<file path="src/rtl/synchronous_up_counter_pkg.sv">
// Shared constants and helpers for the synchronous up counter.
// The default width and the all-ones terminal value live here so the top
// module and any future users compute them the same way.
package synchronous_up_counter_pkg;

  // Default counter width and the range the design is meant to support.
  localparam int DEFAULT_WIDTH = 4;
  localparam int MIN_WIDTH     = 2;
  localparam int MAX_WIDTH     = 32;

  // All-ones value for a counter of the given width, right-aligned in a
  // MAX_WIDTH-bit word. Shifting a full word right avoids the 1 << 32
  // overflow that "2**width - 1" would hit at the widest setting.
  function automatic logic [MAX_WIDTH-1:0] terminal_value(input int width);
    logic [MAX_WIDTH-1:0] ones;
    ones = {MAX_WIDTH{1'b1}};
    return ones >> (MAX_WIDTH - width);
  endfunction

endpackage : synchronous_up_counter_pkg

</file>
<file path="src/rtl/synchronous_up_counter_sync_tff.sv">
// Single toggle flip-flop with synchronous, active-high clear.
// One instance per counter bit; the top module supplies the toggle enable.
module sync_tff (
  input  logic clk,
  input  logic reset_n,
  input  logic t,
  output logic q
);

  // Clear on reset, otherwise invert the stored bit whenever t is high.
  // NOTE: state is updated with non-blocking assignments and reset is only
  // looked at inside the clocked branch, so it has no effect between edges.
  always_ff @(posedge clk) begin
    if (reset_n) begin
      q <= 1'b0;
    end else if (t) begin
      q <= ~q;
    end
  end

endmodule : sync_tff

</file>
<file path="src/rtl/synchronous_up_counter.sv">
// Fully synchronous binary up counter built from toggle flip-flops.
// Every bit is clocked by clk; bit i toggles when all lower bits are 1.
// tc flags the all-ones state combinationally; wrap is a registered pulse
// in the cycle after the count rolls over from all ones to zero.
// reset_n is a synchronous reset asserted when high (name kept for
// compatibility with the surrounding codebase).
module synchronous_up_counter
  import synchronous_up_counter_pkg::*;
#(
  parameter int WIDTH = DEFAULT_WIDTH  // legal range MIN_WIDTH..MAX_WIDTH
) (
  input  logic             clk,
  input  logic             reset_n,
  output logic [WIDTH-1:0] Q,
  output logic             tc,
  output logic             wrap
);

  // Count value at which the next non-reset edge rolls over to zero.
  localparam logic [WIDTH-1:0] TERMINAL = WIDTH'(terminal_value(WIDTH));

  // Per-bit toggle enables: the carry chain of the counter.
  logic [WIDTH-1:0] toggle;

  // Bit 0 always toggles; bit i toggles when bits 0..i-1 are all ones.
  // Each enable is the AND of every lower bit, which is the same chain as
  // toggle[i-1] & Q[i-1] without a self-referencing vector.
  for (genvar i = 0; i < WIDTH; i++) begin : g_bit
    if (i == 0) begin : g_lsb
      assign toggle[i] = 1'b1;
    end else begin : g_upper
      assign toggle[i] = &Q[i-1:0];
    end

    sync_tff u_tff (
      .clk     (clk),
      .reset_n (reset_n),
      .t       (toggle[i]),
      .q       (Q[i])
    );
  end

  // Terminal count: high while the counter holds all ones.
  assign tc = (Q == TERMINAL);

  // Rollover pulse: a non-reset edge taken while tc is high loads zero, so
  // registering tc on that edge marks exactly the cycle after the wrap.
  // Reset wins, so asserting it at all ones leaves wrap low.
  always_ff @(posedge clk) begin
    if (reset_n) begin
      wrap <= 1'b0;
    end else begin
      wrap <= tc;
    end
  end

endmodule : synchronous_up_counter

</file>
<file path="config.mk">
export PLATFORM = sky130hd
export DESIGN_NAME = synchronous_up_counter
export DESIGN_NICKNAME = d
export VERILOG_FILES = /design/src/rtl/synchronous_up_counter_pkg.sv /design/src/rtl/synchronous_up_counter_sync_tff.sv /design/src/rtl/synchronous_up_counter.sv
export SDC_FILE = /design/constraint.sdc
export NUM_CORES = 1
export LEC_CHECK = 0
export CORE_AREA = 8 8 45 47
export CTS_CLUSTER_SIZE = 40
export DETAILED_ROUTE_END_ITERATION = 8
export DIE_AREA = 0 0 53 55
export HOLD_SLACK_MARGIN = 0.05
export PLACE_DENSITY = 0.47
export SLEW_MARGIN = 15
export SYNTH_ARGS = -nofsm -noshare
export SYNTH_HDL_FRONTEND = slang
export SYNTH_HIERARCHICAL = 1
export SYNTH_SLANG_ARGS = --single-unit
</file>
<file path="constraint.sdc">
create_clock -name clk -period 0.9 [get_ports clk]
set_clock_uncertainty 0.1 [all_clocks]
set_input_delay 0.135 -clock clk [delete_from_list [all_inputs] [get_ports clk]]
set_output_delay 0.135 -clock clk [all_outputs]
set_load 0.02 [all_outputs]
</file>
After elaboration in Yosys (flattened, before gate mapping)

Index checks and enable logic that the tools add are counted.

Output and inout bits: 6
Register bits after elaboration: 5
Logic and storage cells: 12

Equality and inequality tests: 1
Reduce and logical (&&, ||, !) cells: 2
Bitwise logic cells: 4

Operators with widths:

| cell               | number |
|---|---|
| $eq 4x4->1 const B | 1 |
| $not 1->1          | 4 |
| $reduce_and 3->1   | 1 |
| $reduce_and 2->1   | 1 |

Depth between registers and ports, before layout

Word-level depth: 1
Depth in mapped cells: 3
Depth with buffers taken out: 3

Cells and area by module

Netlist, hierarchy kept.

Modules (own cells, without submodules):

| module                 | cells each | instances | seq. area each (µm²) | area each (µm²) |
|---|---|---|---|---|
| sync_tff               | 3          | 4         | 20.0                 | 32.5 |
| synchronous_up_counter | 7          | 1         | 20.0                 | 62.6 |

Least setup slack after synthesis

OpenSTA, ideal clock, no wires.

Path type: register to register
Start point: register g_bit[1].u_tff.q
End point: register wrap
Setup slack: -0.158 ns
Required time: 0.742 ns
Arrival time: 0.900 ns
Path buffers: 0
Library setup time: 0.058 ns
Cell stages (with the launch flop): 3
Cells stage by stage: dfxtp_1 > and4_4 > and2b_1

Word-level cells in the longest chain between the ends: 1

Ends and longest elaborated chain:

| item                   | RTL line                              | RTL |
|---|---|---|
| from (decl)            | synchronous_up_counter_sync_tff.sv:7  | `output logic q` |
| from (signal assigned) | synchronous_up_counter_sync_tff.sv:17 | `q <= ~q;` |
| $eq 4x4->1             | synchronous_up_counter.sv:44          | `assign tc = (Q == TERMINAL);` |
| named net tc           | synchronous_up_counter.sv:15          | `output logic tc,` |
| to (signal assigned)   | synchronous_up_counter.sv:53          | `wrap <= tc;` |
| to (decl)              | synchronous_up_counter.sv:16          | `output logic wrap` |

The timed path passes the listed nets, and every way through them passes these cells.
A chain may end at the register's enable or synchronous reset.

Final worst setup path

Start point: register g_bit[2].u_tff.q
End point: output tc

Word-level cells in the longest chain between the ends: 1

Ends and longest elaborated chain:

| item                   | RTL line |
|---|---|
| from (decl)            | synchronous_up_counter_sync_tff.sv:7 |
| from (signal assigned) | synchronous_up_counter_sync_tff.sv:17 |
| $eq 4x4->1             | synchronous_up_counter.sv:44 |
| to (decl)              | synchronous_up_counter.sv:15 |

No other way between the ends.

==> qor_table.md <==
| Result | Reported | Unit |
|:---|:---|:---|
| Sequential area share after synthesis | 51.9 | % |
| Arrival @ worst endpoint | 920 | ps |
| Number of input and output port buffers inserted | 7 | - |
| Crit path cell chain | and4_4 -> buf_6 | - |
| Synthesized area divided by synthesized cell count | 10.1 | um2 |
| Crit-path slowest cell | dfxtp_4 | - |
| Effective utilization at floorplan | 13.9 | % |
| Critical path launch point type | register | - |
| Critical path class | register to output pin | - |
| Detailed-placement wirelength estimate | 353 | um |
| Routed WL | 529 | um |
| Multiplexer share of the synthesized area | 0 | % |
| DIE HEIGHT | 55 | um |
| Number of global-route vias before repair | 210 | - |
| Min-Delay Path Depth | 2 | - |
| GPL Wtd Cong | 0.688 | - |
| Final Non-Filler Cells | 54 | - |
| Post-route DRC | 0 | - |
| Post-Place Cells | 46 | - |
| Pin count of the biggest net entering global routing | 6 | - |
| Area added between synthesis and finish | 134 | % |
| Die Outline Area | 2920 | um2 |
| Reg-to-reg slack, setup | -120 | ps |
| Max-cap violation count | 0 | - |
| Number of primary I/O pins | 8 | - |
| Minimum period implied by the final worst setup slack | 1160 | ps |
| Number of buffers between clock root and the deepest sink | 2 | - |
| Post-synth net total | 21 | - |
| Synthesized-area fraction occupied by ao, oa, aoi and oai cells | 0 | % |
| Worst path top cell family by delay | flip-flops | - |
| Min setup slack post-route | -259 | ps |
| Combined buffer and inverter count along the critical path | 1 | - |
| Number of optimization iterations in the first detailed-route pass | 1 | - |
| Maximum fanout along the worst path | 2 | - |
| CTS clk-pin slew, worst paths | 40 | ps |
| TritonCTS clock tree | yes | - |
| Total of endpoints with negative setup slack in the final report | 10 | - |
| Length in cells of the worst reg-to-reg path | 4 | - |
| Number of antenna diodes | 0 | - |
| R2R Path End | g_bit[3].u_tff/q | - |
| Power per cell area | 1520 | nW/um2 |
| Number of buffers created by CTS | 3 | - |
| Status | finished, violations left | - |
| Max-slew violations | 0 | - |
| Num Clock Sinks | 5 | - |
| Total number of yosys warnings | 6 | - |
| Net count reported at finish | 41 | - |
| Place WS | -481 | ps |
| Post-Route Utilization | 32.5 | % |
| Global-route total usage across every layer | 4.38 | % |
| Core Region | 1380 | um2 |
| Static leakage power | 0.000198 | uW |
| Average detailed-routed wire length per instance | 9.80 | um |
| Synth Area in XOR/XNOR | 18.2 | % |
| Worst skew pair latency | 240 | ps |
| Number of nets still failing antenna checks after routing | 0 | - |
| Period Utilization, post-route | 129 | % |
| Worst r2r src | g_bit[2].u_tff/q | - |
| Num rows | 14 | - |
| VDD IR max | 835 | uV |
| Unique masters post-synth | 9 | - |
| Ratio of cells with drive above 1 in the final layout | 78.9 | % |
| Path category of the worst min-delay check | input port to register | - |
| Number of instances in the synthesized netlist | 19 | - |
| Stage delay of the slowest cell on the critical path | 340 | ps |
| Via Count | 192 | - |
| Vias per std cell | 3.56 | - |
| CTS H-tree lvls | 1 | - |
| Buffer cell driving the clock tree root | clkbuf_4 | - |
| Setup repair after global routing missed its margin | yes | - |
| Critical hold path startpoint | reset_n | - |
| Adder-Cell Fraction of Synth Area | 0 | % |
| First-pass GRT wire length | 814 | um |
| End point of the most critical hold path | g_bit[0].u_tff/q | - |
| Die X-Extent | 53 | um |
| Synthesized area | 193 | um2 |
| Simple-gate portion of the synthesized area | 24.0 | % |
| Post-synthesis register bit count | 5 | - |
| Critical path capture point type | output pin | - |
| Combinational family with the most area after synthesis | simple AND/OR/NAND/NOR gates | - |
| Violation count after the first detailed-routing iteration | 0 | - |
| Worst hold margin | 388 | ps |
| Maximum frequency from static timing analysis | 0.862 | GHz |
| Violations in the final reports | negative setup slack | - |
| Final Hold Violating Endpoints | 0 | - |
| Number of antenna violations at the first check in global routing | 0 | - |
| Crit path required time | 660 | ps |
| Overflow after GRT | 0 | - |
==> state kept, by name, summed over array words and instances, names as in the netlist <==
register,cells
g_bit.u_tff/q,4
wrap,1
==> routing by layer <==
metal  GRT usage (%)  up-vias  part of all wire [%]
met5               0        -                     0
met4            2.59        0                   1.3
met3            5.61        3                    17
met2            5.86       11                    42
met1            3.52       80                    39
li1                -       98                     -
==> repair_timing <==
| action | CTS | global route |
|---|---|---|
| gates resized for setup | 41 | 8 |
| hold buffers | 0 | 0 |
| endpoints found under the setup margin | 8 | 11 |
| pin swaps | 2 | 5 |
| buffers inserted | 3 | 1 |
==> cell type report <==
class	instances	area (um2)
multi-input cells	13	123
repair buffers	16	168
flip-flops and latches	5	114
clock buffers	4	26.3
fillers	149	933
well taps	16	20.0
==> Yosys cell counts <==
library cell / count / share of area [%]
and4_4: 1 / 5.8
buf_4: 1 / 3.9
conb_1: 1 / 1.9
and2_1: 1 / 3.2
dfxtp_1: 5 / 52
xnor2_1: 4 / 18
and2b_1: 1 / 3.9
nor2_1: 4 / 7.8
and3_1: 1 / 3.2
==> through the flow <==
stage	instance area (um2)	power (uW)	TNS, ps
after floorplan	205	305	-51.4
after global placement	325	360	-2660
after detailed placement	325	362	-2680
after CTS	400	666	-1250
after global routing	450	738	-1450
final	450	683	-1090
==> placed cells by master, fill, tap and decap left out, drive strengths merged <==
| cell | n |
|---|---|
| buf | 15 |
| and2b | 1 |
| clkbuf | 4 |
| dfxtp | 5 |
| and4 | 1 |
| and3 | 1 |
| xnor2 | 4 |
| clkdlybuf4s50 | 1 |
| conb | 1 |
| and2 | 1 |
| nor2 | 4 |
==> cells by family (layout without fill, tap and decap cells) <==
family        Yosys count  count (layout)
flops                   5               5
other cells             1               1
xor+xnor                4               4
buf+inv                 1              20
simple gates            8               8
==> power breakdown <==
part | internal, uW | switching [uW]
registers | 235 | 10.3
logic | 110 | 69.7
clock network | 168 | 89.7
==> worst max path at each step <==
stage                startpoint   end  slack [ps]  cells after the start
2_1_floorplan  g_bit[2].u_tff/q  wrap         -30                      2
3_3_place_gp   g_bit[2].u_tff/q    tc        -470                      2
3_5_place_dp   g_bit[2].u_tff/q    tc        -480                      2
4_1_cts        g_bit[3].u_tff/q    tc        -270                      2
5_1_grt        g_bit[0].u_tff/q    tc        -300                      2
6_report       g_bit[2].u_tff/q    tc        -260                      2
Note: power is estimated with default switching activity, not from simulation.
